File: config.mk
export PLATFORM = sky130hd
export DESIGN_NAME = cache_ctrl
export DESIGN_NICKNAME = d
export VERILOG_FILES = /design/src/rtl/cache_pkg.sv /design/src/rtl/cache_rr_arbiter.sv /design/src/rtl/cache_ctrl.sv
export SDC_FILE = /design/constraint.sdc
export NUM_CORES = 1
export LEC_CHECK = 0
export BUFFER_PORTS_ARGS = -buffer_cell sky130_fd_sc_hd__buf_4
export CAP_MARGIN = 10
export CORE_MARGIN = 4
export CORE_UTILIZATION = 30
export DETAILED_ROUTE_END_ITERATION = 10
export GPL_ROUTABILITY_DRIVEN = 0
export HOLD_SLACK_MARGIN = 0.15
export PLACE_DENSITY_LB_ADDON = 0.3
export SLEW_MARGIN = 20
export SYNTH_ARGS = -nofsm -noshare
export SYNTH_HDL_FRONTEND = slang
export SYNTH_SLANG_ARGS = --single-unit
File: constraint.sdc
create_clock -name clk -period 3.3 [get_ports clk]
set_input_delay 0.33 -clock clk [delete_from_list [all_inputs] [get_ports clk]]
set_output_delay 0.33 -clock clk [all_outputs]
set_load 0.01 [all_outputs]
File: src/rtl/cache_pkg.sv
// Shared types and width helpers for the direct-mapped cache controller.
// Index/tag widths are derived from the cache geometry via helper functions.
package cache_pkg;

  localparam int unsigned COUNT_W = 16;

  typedef enum logic [2:0] {
    S_IDLE,
    S_LOOKUP,
    S_MEM_RD,
    S_MEM_WR,
    S_RESP
  } state_t;

  typedef logic req_id_t;

  function automatic int unsigned index_w(input int unsigned cache_size);
    return $clog2(cache_size);
  endfunction

  function automatic int unsigned tag_w(input int unsigned addr_width,
                                        input int unsigned cache_size);
    return addr_width - $clog2(cache_size);
  endfunction

endpackage

File: src/rtl/cache_rr_arbiter.sv
// Two-way round-robin arbiter. Grant is combinational; the last-granted id
// is remembered only when the caller strobes i_update.
module cache_rr_arbiter
  import cache_pkg::*;
(
  input  logic       clk,
  input  logic       rst_n,
  input  logic [1:0] i_req,
  input  logic       i_update,
  output req_id_t    o_grant_id,
  output logic       o_grant_valid
);

  req_id_t r_last_grant;

  always_ff @(posedge clk) begin
    if (!rst_n) begin
      r_last_grant <= 1'b1;
    end else if (i_update && o_grant_valid) begin
      r_last_grant <= o_grant_id;
    end
  end

  // Under contention the requester not served last wins; otherwise the sole requester.
  always_comb begin
    o_grant_valid = |i_req;
    if (&i_req) begin
      o_grant_id = ~r_last_grant;
    end else begin
      o_grant_id = i_req[1];
    end
  end

endmodule

File: src/rtl/cache_ctrl.sv
// Direct-mapped, write-through, no-write-allocate cache shared by two
// requesters, with refill sequencing and saturating hit/miss statistics.
module cache_ctrl
  import cache_pkg::*;
#(
  parameter int unsigned ADDR_WIDTH = 8,
  parameter int unsigned DATA_WIDTH = 8,
  parameter int unsigned CACHE_SIZE = 16
) (
  input  logic                    clk,
  input  logic                    rst_n,
  input  logic [1:0]              req,
  input  logic [1:0]              we,
  input  logic [2*ADDR_WIDTH-1:0] addr,
  input  logic [2*DATA_WIDTH-1:0] wdata,
  input  logic                    flush,
  output logic [1:0]              ack,
  output logic [DATA_WIDTH-1:0]   rdata,
  output logic                    mem_req,
  output logic                    mem_we,
  output logic [ADDR_WIDTH-1:0]   mem_addr,
  output logic [DATA_WIDTH-1:0]   mem_wdata,
  input  logic                    mem_ack,
  input  logic [DATA_WIDTH-1:0]   mem_rdata,
  output logic [COUNT_W-1:0]      hit_count,
  output logic [COUNT_W-1:0]      miss_count
);

  localparam int unsigned INDEX_W = index_w(CACHE_SIZE);
  localparam int unsigned TAG_W   = tag_w(ADDR_WIDTH, CACHE_SIZE);

  state_t r_state;
  state_t w_state_nxt;

  req_id_t                 r_id;
  logic                    r_we;
  logic [ADDR_WIDTH-1:0]   r_addr;
  logic [DATA_WIDTH-1:0]   r_wdata;

  logic [DATA_WIDTH-1:0]   r_line_data [CACHE_SIZE];
  logic [TAG_W-1:0]        r_line_tag  [CACHE_SIZE];
  logic [CACHE_SIZE-1:0]   r_valid;

  logic [INDEX_W-1:0]      w_index;
  logic [TAG_W-1:0]        w_tag;
  logic                    w_hit;
  req_id_t                 w_grant_id;
  logic                    w_grant_valid;
  logic                    w_grant;
  logic                    w_lookup_rd;
  logic                    w_fill;

  logic [1:0]              w_ack_nxt;
  logic                    w_mem_req_nxt;
  logic                    w_mem_we_nxt;
  logic [ADDR_WIDTH-1:0]   w_mem_addr_nxt;
  logic [DATA_WIDTH-1:0]   w_mem_wdata_nxt;
  logic [DATA_WIDTH-1:0]   w_rdata_nxt;

  assign w_index     = r_addr[INDEX_W-1:0];
  assign w_tag       = r_addr[ADDR_WIDTH-1:INDEX_W];
  assign w_hit       = r_valid[w_index] && (r_line_tag[w_index] == w_tag);
  assign w_grant     = (r_state == S_IDLE) && !flush && w_grant_valid;
  assign w_lookup_rd = (r_state == S_LOOKUP) && !r_we;
  assign w_fill      = (r_state == S_MEM_RD) && mem_ack;

  cache_rr_arbiter u_arb (
    .clk          (clk),
    .rst_n        (rst_n),
    .i_req        (req),
    .i_update     (w_grant),
    .o_grant_id   (w_grant_id),
    .o_grant_valid(w_grant_valid)
  );

  always_ff @(posedge clk) begin
    if (!rst_n) begin
      r_state <= S_IDLE;
    end else begin
      r_state <= w_state_nxt;
    end
  end

  always_comb begin
    w_state_nxt = r_state;
    unique case (r_state)
      S_IDLE:   if (!flush && w_grant_valid) w_state_nxt = S_LOOKUP;
      S_LOOKUP: begin
        if (r_we)       w_state_nxt = S_MEM_WR;
        else if (w_hit) w_state_nxt = S_RESP;
        else            w_state_nxt = S_MEM_RD;
      end
      S_MEM_RD: if (mem_ack) w_state_nxt = S_RESP;
      S_MEM_WR: if (mem_ack) w_state_nxt = S_RESP;
      S_RESP:   w_state_nxt = S_IDLE;
      default:  w_state_nxt = S_IDLE;
    endcase
  end

  // Outputs are registered, so they are decoded from the upcoming state.
  always_comb begin
    w_ack_nxt       = '0;
    w_mem_req_nxt   = (w_state_nxt == S_MEM_RD) || (w_state_nxt == S_MEM_WR);
    w_mem_we_nxt    = (w_state_nxt == S_MEM_WR);
    w_mem_addr_nxt  = mem_addr;
    w_mem_wdata_nxt = mem_wdata;
    w_rdata_nxt     = rdata;
    if (w_mem_req_nxt) begin
      w_mem_addr_nxt = r_addr;
    end
    if (w_state_nxt == S_MEM_WR) begin
      w_mem_wdata_nxt = r_wdata;
    end
    if (w_state_nxt == S_RESP) begin
      w_ack_nxt[r_id] = 1'b1;
    end
    if (w_lookup_rd && w_hit) begin
      w_rdata_nxt = r_line_data[w_index];
    end else if (w_fill) begin
      w_rdata_nxt = mem_rdata;
    end
  end

  always_ff @(posedge clk) begin
    if (!rst_n) begin
      ack       <= '0;
      rdata     <= '0;
      mem_req   <= 1'b0;
      mem_we    <= 1'b0;
      mem_addr  <= '0;
      mem_wdata <= '0;
    end else begin
      ack       <= w_ack_nxt;
      rdata     <= w_rdata_nxt;
      mem_req   <= w_mem_req_nxt;
      mem_we    <= w_mem_we_nxt;
      mem_addr  <= w_mem_addr_nxt;
      mem_wdata <= w_mem_wdata_nxt;
    end
  end

  always_ff @(posedge clk) begin
    if (!rst_n) begin
      r_id    <= 1'b0;
      r_we    <= 1'b0;
      r_addr  <= '0;
      r_wdata <= '0;
    end else if (w_grant) begin
      r_id    <= w_grant_id;
      r_we    <= w_grant_id ? we[1] : we[0];
      r_addr  <= w_grant_id ? addr[2*ADDR_WIDTH-1:ADDR_WIDTH] : addr[ADDR_WIDTH-1:0];
      r_wdata <= w_grant_id ? wdata[2*DATA_WIDTH-1:DATA_WIDTH] : wdata[DATA_WIDTH-1:0];
    end
  end

  always_ff @(posedge clk) begin
    if (!rst_n) begin
      r_valid <= '0;
    end else if ((r_state == S_IDLE) && flush) begin
      r_valid <= '0;
    end else if (w_fill) begin
      r_valid[w_index] <= 1'b1;
    end
  end

  // Data/tag arrays need no reset: their contents are gated by r_valid.
  always_ff @(posedge clk) begin
    if (w_fill) begin
      r_line_data[w_index] <= mem_rdata;
      r_line_tag[w_index]  <= w_tag;
    end else if ((r_state == S_LOOKUP) && r_we && w_hit) begin
      r_line_data[w_index] <= r_wdata;
    end
  end

  always_ff @(posedge clk) begin
    if (!rst_n) begin
      hit_count  <= '0;
      miss_count <= '0;
    end else if (w_lookup_rd) begin
      if (w_hit) begin
        if (hit_count != '1) hit_count <= hit_count + 1'b1;
      end else begin
        if (miss_count != '1) miss_count <= miss_count + 1'b1;
      end
    end
  end

endmodule

## Word-level counts from Yosys, hierarchy flattened

Memory sizes are Yosys's and may differ from the RTL's. A register that Yosys moved wholly into a read port is not among the register bits.
Index checks and enable logic that the tools add are counted.

- Memories kept: 2
- Word-level logic and storage cells: 85
- Output and inout port bits: 60
- Flip-flop bits (word level): 90
- Memory bits (writable): 192
- Input bits: 48

- Reduce and logical (&&, ||, !) cells: 26
- $lt $le $gt $ge: 4
- Add/subtract/negate cells: 2
- Bitwise logic cells: 5
- Multiplexer cells: 23
- Equal/unequal tests: 9

Memory list:

| memory | words | width | rd ports | clocked after memory_dff | wr ports | RTL line | RTL |
|---|---|---|---|---|---|---|---|
| r_line_data | 16 | 8 | 1 | 1 | 1 | cache_ctrl.sv:40 | `logic [DATA_WIDTH-1:0] r_line_data [CACHE_SIZE];` |
| r_line_tag | 16 | 4 | 1 | 1 | 1 | cache_ctrl.sv:41 | `logic [TAG_W-1:0] r_line_tag [CACHE_SIZE];` |

Operator list:

| kind | number |
|---|---|
| 16-bit by 1-bit adder with 16-bit output, second input constant | 2 |
| 16-bit != test, second input constant | 2 |
| 8-bit two-way mux | 3 |
| 16-bit OR | 1 |
| 1-bit logical AND | 13 |
| 3-bit by 2-bit == test with 1-bit output, second input constant | 4 |
| 3-bit two-way mux | 4 |
| 1-bit two-way mux | 10 |
| 3-bit one-hot mux with 3 select lines | 1 |
| 4-bit two-way mux | 2 |
| 3-bit AND reduction | 2 |
| 2-bit OR reduction | 3 |
| 4-bit by 5-bit < comparator with 1-bit output, second input constant | 1 |
| 1-bit binary-select mux with 4-bit select | 1 |
| 1-bit demux with 4-bit select | 1 |
| 4-bit == test | 1 |
| 4-bit by 1-bit greater-or-equal comparator with 1-bit output, second input constant | 1 |
| 2-bit AND reduction | 2 |
| 3-bit by 1-bit == test with 1-bit output, second input constant | 1 |
| 3-bit == test, second input constant | 1 |
| 1-bit zero test | 3 |
| 3-bit zero test | 1 |
| 1-bit inverter | 3 |
| 1-bit by 2-bit < comparator with 1-bit output, second input constant | 1 |
| 5 further kinds | 5 |

## Longest topological paths before layout

Gate-level depths: netlist of run 1.

- Depth after elaboration: 8
- Gate-level depth with buffers: 11
- Mapped depth without buffers: 8

## By module

Synthesis of run 1 repeated with hierarchy kept, for this count alone.

- Cells, all modules: 832
- Area, all modules: 12136.6 um^2

Modules (own cells, without submodules):

| module | sequential area each (um^2) | cells each | area an instance (um^2) | times used |
|---|---|---|---|---|
| cache_ctrl | 7787.5 | 826 | 12082.8 | 1 |
| cache_rr_arbiter | 20.0 | 6 | 53.8 | 1 |

## Worst setup path before layout of run 1

Ideal clock, no wire load.

- Path kind: reg2reg
- Start: register with a tool-made name
- End: memory r_line_data[1][0] (enable)
- Stages on the path, launching flop included: 10
- Arrival: 2866 ps
- Path slack: 50 ps
- Path buffers: 2
- Library setup time: 383 ps
- Clock period less this slack: 3250 ps
- Required time: 2917 ps
- Cells stage by stage: dfxtp_1 > buf_6 > mux4_1 > mux4_2 > xnor2_2 > nand4b_1 > nor2_1 > buf_2 > o21ai_0 > nor3_1

RTL lines:

| item | RTL line |
|---|---|
| end: declaration | cache_ctrl.sv:40 |

==> results of run 1 <==
## worst max path at each step
stage | startpoint | to | slack, ns | cells after the start
after floorplan | flip-flop | r_line_data[1][0] | 0.05 | 9
after global placement | flip-flop | r_line_data[5][6] | -0.22 | 9
after detailed placement | flip-flop | r_line_data[7][4] | -0.16 | 9
after CTS | flip-flop | r_line_data[8][3] | 0.06 | 9
after global routing | flip-flop | r_line_data[15][6] | 0.01 | 9
final | flip-flop | r_line_data[15][6] | 0.17 | 9
## flip-flops by register name, indices dropped and copies added (netlist names), 2 cells and up, named ones only
name / flops
r_state: 3
mem_wdata: 8
rdata: 8
r_line_tag: 64
ack: 2
r_line_data: 128
miss_count: 16
hit_count: 16
r_valid: 16
r_wdata: 8
r_addr: 8
mem_addr: 8
## power groups by stage
stage / combinational (mW) / sequential, mW / clock, mW
floorplan: 0.495 / 4.11 / 0
global placement: 0.748 / 4.13 / 0
detailed placement: 0.751 / 4.13 / 0
CTS: 0.765 / 4.05 / 3.43
global route: 0.825 / 4.06 / 3.60
finish: 0.755 / 4.05 / 3.35
## through the flow
stage	instances	hold WS, ns	util (%)	worst slack [ns]
after floorplan	824	0.414	-	0.0501
after global placement	1471	0.442	34.8	-0.223
after detailed placement	1471	0.438	34.8	-0.165
final	1532	0.162	37.6	0.175
after CTS	1532	0.155	37.5	0.0563
after global routing	1532	0.163	37.6	0.0100
## final cells by class
type                    instances  area share (%)
flip-flops and latches        294            52.5
multi-input cells             476            27.1
repair buffers                177            9.29
clock buffers                  41            5.78
well taps                     525            4.41
clock inverters                13           0.782
inverters                       6           0.151
## cells by family after synthesis
| kind of cell | Yosys count | synth area share [%] |
|---|---|---|
| fa+ha+maj | 2 | 0.208 |
| xor+xnor | 16 | 1.23 |
| simple gates | 252 | 9.95 |
| buf+inv | 54 | 1.95 |
| flops | 294 | 64.9 |
| mux | 122 | 16.6 |
| compound gates | 84 | 5.12 |
## synthesized netlist by cell type, drive strengths merged, types with 9 or more instances
library cell	count
edfxtp	192
dfxtp	102
nor2	88
nand2	67
mux4	60
mux2i	44
clkbuf	30
nand3	22
nor3	20
buf	18
mux2	18
a211oi	17
nand2b	17
o21a	16
o21ai	14
xnor2	14
a21oi	12
and3	9
## per-layer routing
layer	track usage, %	vias to the layer above	share of wire (%)
met5	0	-	0
met4	3.76	0	2.5
met3	2.73	44	5.0
met2	21.5	187	48
met1	18.8	3720	44
li1	-	3457	-
## critical path, cell delays in order (launching register included)
cell	delay (ns)
dfxtp_4	0.41
mux4_1	0.55
mux4_2	0.51
xnor2_2	0.16
nand4b_1	0.20
nor2_2	0.20
buf_12	0.19
o211ai_1	0.18
nor2_1	0.22
buf_4	0.21
## timing repair
item                                   in CTS  in global routing
hold buffers                                7                  0
setup endpoints to repair                 111                103
gates resized for setup                     6                  7
endpoints found under the hold margin       4                  0
pin swaps                                   1                  0
setup buffers                               0                  0
==> impl_metrics.py, run 1 <==
metrics = {
    "timing": {
        "fin_skew_ns": 0.0109,
        "tightest_slew_ns": 0.681,
        "rsz0062_at_grt": "false",
        "finalSetupViolations": 0,
        "setup_tns_ns": 0,
        "final_hold_viol_count": 0,
        "max_freq_ghz": 0.320,
        "finalCriticalPeriod_ns": 3.13,
        "finalCritPeriodShare_pct": 94.7,
        "relSlewSlack_pct": 54.4,
        "slew_violations": 0,
    },
    "floorplan": {
        "rows": 73,
        "start_util_pct": 30.3,
        "die-width_um": 208,
        "io_pins": 108,
        "core_area_um2": 39600,
        "die_h_um": 208,
        "die_area_um2": 43300,
    },
    "route": {
        "drt_wl_total_mm": 29.8,
        "first_iter_violations": 505,
        "vias_per_cell": 4.84,
        "wl_per_cell_um": 19.4,
        "ant_nets": 0,
        "drc": 0,
        "first_pass_iters": 5,
        "routed-via-count": 7408,
    },
    "layout": {
        "seqCellArea_um2": 7810,
        "antenna_cells": 0,
        "layout_commonest_cell": "edfxtp_1",
        "multi_input_area_um2": 4030,
        "fillers": 3827,
        "mostFrequentLayoutCells": "edfxtp_1 (192), buf_4 (167), dfxtp_1 (99)",
        "area_growth_pct": 23.8,
        "finalNetCount": 1034,
        "drive_gt1_share_pct": 32.1,
        "stdcell_area_um2": 14900,
    },
    "critical_path": {
        "worstRegToRegCells": 9,
        "reg2reg_slack_ns": 0.17,
        "path_max_fanout": 20,
        "critPathLaunchType": "flip-flop",
        "critical_path_required_ns": 3.56,
        "r2r_end": "r_line_data[15][6]",
        "cp-end-kind": "flip-flop",
        "worstPathArrival_ns": 3.39,
        "crit_type": "flip-flop to flip-flop",
    },
    "yosys": {
        "synth-edff-count": 192,
        "ys_seq_area_share_pct": 64.9,
        "synthFlopType": "edfxtp_1",
        "netlist_area_um2": 12000,
        "synth_warnings": 0,
        "synth.distinct_cells": 58,
        "synth.ff_latch_count": 294,
        "synth_nets": 874,
        "netlist_top_cells_area": "edfxtp_1 (48%), dfxtp_1 (17%), mux4_2 (11%), mux2i_1 (3.7%), nor2_1 (2.7%)",
        "synth_top_area_cell": "edfxtp_1",
        "syn_avg_cell_area_um2": 14.6,
        "synthCells": 824,
        "synth_top_cell_area_share_pct": 48.0,
        "async_flop_share_pct": 0,
    },
    "global_route": {
        "grt.total_usage_pct": 13.5,
        "grt_pass1_vias": 7526,
        "grt_overflow": 0,
        "grt_max_degree": 53,
        "antenna_found_initial": 0,
        "grt_pass1_wl_mm": 46.1,
    },
    "placed_design": {
        "portBuffers": 107,
        "dpl.hpwl_mm": 20.5,
        "place_area_um2": 13800,
    },
    "power": {
        "power.internal_mw": 6.31,
        "power_density_nw_per_um2": 548,
        "pwr-share-seq_pct": 49.7,
        "p_clk_share_pct": 41.1,
        "swShare_pct": 22.5,
        "p_leak_nw": 5.22,
        "comb_power_share_pct": 9.3,
        "p_total_mw": 8.15,
        "max-vdd-ir-drop_mv": 0.354,
        "p_switching_mw": 1.84,
    },
    "min_path": {
        "min_delay_path_depth": 3,
        "whs_endpoint": "r_wdata[4]",
        "hold_path.class": "primary input to flip-flop",
        "worstHoldStart": "wdata[4]",
    },
    "clock_tree": {
        "insertion_delay_ns": 0.55,
        "htreeDepth": 1,
        "numCtsBuffers": 29,
        "cts_sinks": 294,
        "path_clk_slew_ns": 0.06,
        "cts_tree": "done",
        "cts_max_path_buffers": 3,
        "cts_root_buffer": "clkbuf_16",
    },
    "job": {
        "maxCapViolCount": 0,
    },
    "run_status": {
        "outcome": "completed",
    },
}
No activity file was read; power rests on OpenSTA's default activity.
==> run 2, diff against run 1 <==
CORE_UTILIZATION = 53   (was 30)
==> impl_metrics.py, run 2 (same netlist as run 1, synthesis figures left out) <==
metrics = {
    "run_status": {
        "outcome": "completed",
    },
    "layout": {
        "antenna_cells": 0,
        "largest_reg_flops": 128,
        "top_register": "r_line_data",
        "seqCellArea_um2": 7810,
        "reg_top3": "r_line_data (128), r_line_tag (64)",
        "finalNetCount": 1022,
        "drive_gt1_share_pct": 31.2,
        "mostFrequentLayoutCells": "edfxtp_1 (192), buf_4 (163), dfxtp_1 (99)",
        "fillers": 1556,
        "multi_input_area_um2": 4020,
        "layout_commonest_cell": "edfxtp_1",
        "area_growth_pct": 19.9,
    },
    "critical_path": {
        "critical_path_required_ns": 3.55,
        "critPathLaunchType": "flip-flop",
        "worstPathArrival_ns": 3.38,
        "max_stage_delay_ns": 0.54,
        "critical_path_buf_inv_count": 2,
        "cpMaxStageDelayCell": "mux4_1",
        "r2r_end": "r_line_data[13][1]",
        "crit_type": "flip-flop to flip-flop",
        "worstRegToRegCells": 9,
        "cp-end-kind": "flip-flop",
        "cpMostUsedCell": "nor2_2",
        "worstPathCellList": "mux4_1 -> mux4_2 -> xnor2_2 -> nand4b_1 -> nor2_2 -> buf_12 -> o211ai_1 -> nor2_2 -> buf_4",
        "reg2reg_slack_ns": 0.18,
        "crit_family": "multiplexers",
        "path_max_fanout": 16,
    },
    "floorplan": {
        "start_util_pct": 54.4,
        "rows": 54,
        "die_h_um": 159,
        "io_pins": 108,
        "core_area_um2": 22100,
        "die_area_um2": 25200,
        "die-width_um": 159,
    },
    "power": {
        "max-vdd-ir-drop_mv": 0.412,
        "power.internal_mw": 6.27,
        "pwr-share-seq_pct": 50.2,
        "comb_power_share_pct": 9.1,
        "p_clk_share_pct": 40.6,
        "power_density_nw_per_um2": 560,
        "p_switching_mw": 1.79,
        "p_leak_nw": 5.13,
        "swShare_pct": 22.2,
    },
    "timing": {
        "finalWorstSetupSlack_ns": 0.175,
        "setup_tns_ns": 0,
        "relSlewSlack_pct": 44.1,
        "max_freq_ghz": 0.320,
        "fin_skew_ns": 0.00756,
        "tightest_slew_ns": 0.832,
        "finalCriticalPeriod_ns": 3.12,
        "rsz0062_at_grt": "false",
        "slew_violations": 0,
        "hold_ws_ns": 0.155,
        "finalCritPeriodShare_pct": 94.7,
        "finalSetupViolations": 0,
        "final_hold_viol_count": 0,
    },
    "clock_tree": {
        "cts_tree": "done",
        "insertion_delay_ns": 0.54,
        "cts_sinks": 294,
        "htreeDepth": 1,
        "path_clk_slew_ns": 0.06,
        "cts_root_buffer": "clkbuf_16",
        "numCtsBuffers": 28,
        "cts_max_path_buffers": 3,
    },
    "placed_design": {
        "dpl.hpwl_mm": 18.7,
        "portBuffers": 107,
        "place_ws_ns": -0.0262,
    },
    "route": {
        "ant_nets": 0,
        "routed-via-count": 7486,
        "first_pass_iters": 5,
        "drt_wl_total_mm": 27.5,
        "drc": 0,
        "wl_per_cell_um": 21.6,
        "first_iter_violations": 791,
        "vias_per_cell": 5.88,
    },
    "global_route": {
        "grt_overflow": 0,
        "grt.total_usage_pct": 22.1,
        "grt_pass1_vias": 7399,
        "grt_max_degree": 48,
        "grt_pass1_wl_mm": 42.8,
        "antenna_found_initial": 0,
    },
    "min_path": {
        "hold_path.class": "primary input to flip-flop",
        "whs_endpoint": "r_wdata[6]",
        "min_delay_path_depth": 3,
        "worstHoldStart": "wdata[14]",
    },
    "job": {
        "maxCapViolCount": 0,
    },
}
==> run 2: layout make-up <==
cell class / count / share of cell area (%)
multi-input cells: 476 / 27.9
clock buffers: 38 / 5.34
clock inverters: 14 / 1.18
inverters: 6 / 0.156
flip-flops and latches: 294 / 54.2
repair buffers: 166 / 8.78
well taps: 280 / 2.43
==> run 2: worst max-delay path by stage <==
| stage | to | slack (ns) | cells after the start |
|---|---|---|---|
| floorplan | r_line_data[1][0] | 0.05 | 9 |
| global placement | r_line_data[14][1] | 0.04 | 11 |
| detailed placement | r_line_data[13][1] | -0.03 | 11 |
| CTS | r_line_data[14][0] | 0.08 | 9 |
| global route | r_line_data[1][4] | 0.005 | 11 |
| finish | r_line_data[13][1] | 0.18 | 9 |
==> run 2: repair_timing <==
item,in CTS,in global routing
resized for setup,5,5
hold endpoints to repair,1,0
endpoints found under the setup margin,32,128
buffers inserted,0,0
hold buffers,1,0
pin swaps,0,3
==> run 2: worst min-delay path: cells and delay by family <==
family / cells / cell delay [ns]
compound gates: 1 / 0.08
buf+inv: 1 / 0.10
mux: 1 / 0.13
==> run 2: power groups by stage <==
stage | registers, mW | clock network [mW] | logic [mW]
2_1_floorplan | 4.11 | 0 | 0.495
3_3_place_gp | 4.13 | 0 | 0.715
3_5_place_dp | 4.13 | 0 | 0.732
4_1_cts | 4.05 | 3.32 | 0.738
5_1_grt | 4.06 | 3.48 | 0.799
6_report | 4.05 | 3.28 | 0.735
==> run 2: metal layers <==
layer  track usage (%)  wire [um]  vias to the layer above
met5                 0          0                        -
met3              3.23       1530                       54
met1              31.7      11700                     3732
met2              35.4      13400                      260
met4              6.74        862                        0
li1                  -          -                     3440
==> run 2: metrics by stage <==
stage	instance area (um2)	cells	power (mW)	util, %
floorplan	12000	824	4.60	-
global placement	13400	1221	4.84	60.8
detailed placement	13400	1221	4.86	60.8
CTS	14400	1274	8.11	65.2
global route	14400	1274	8.34	65.2
finish	14400	1274	8.06	65.2
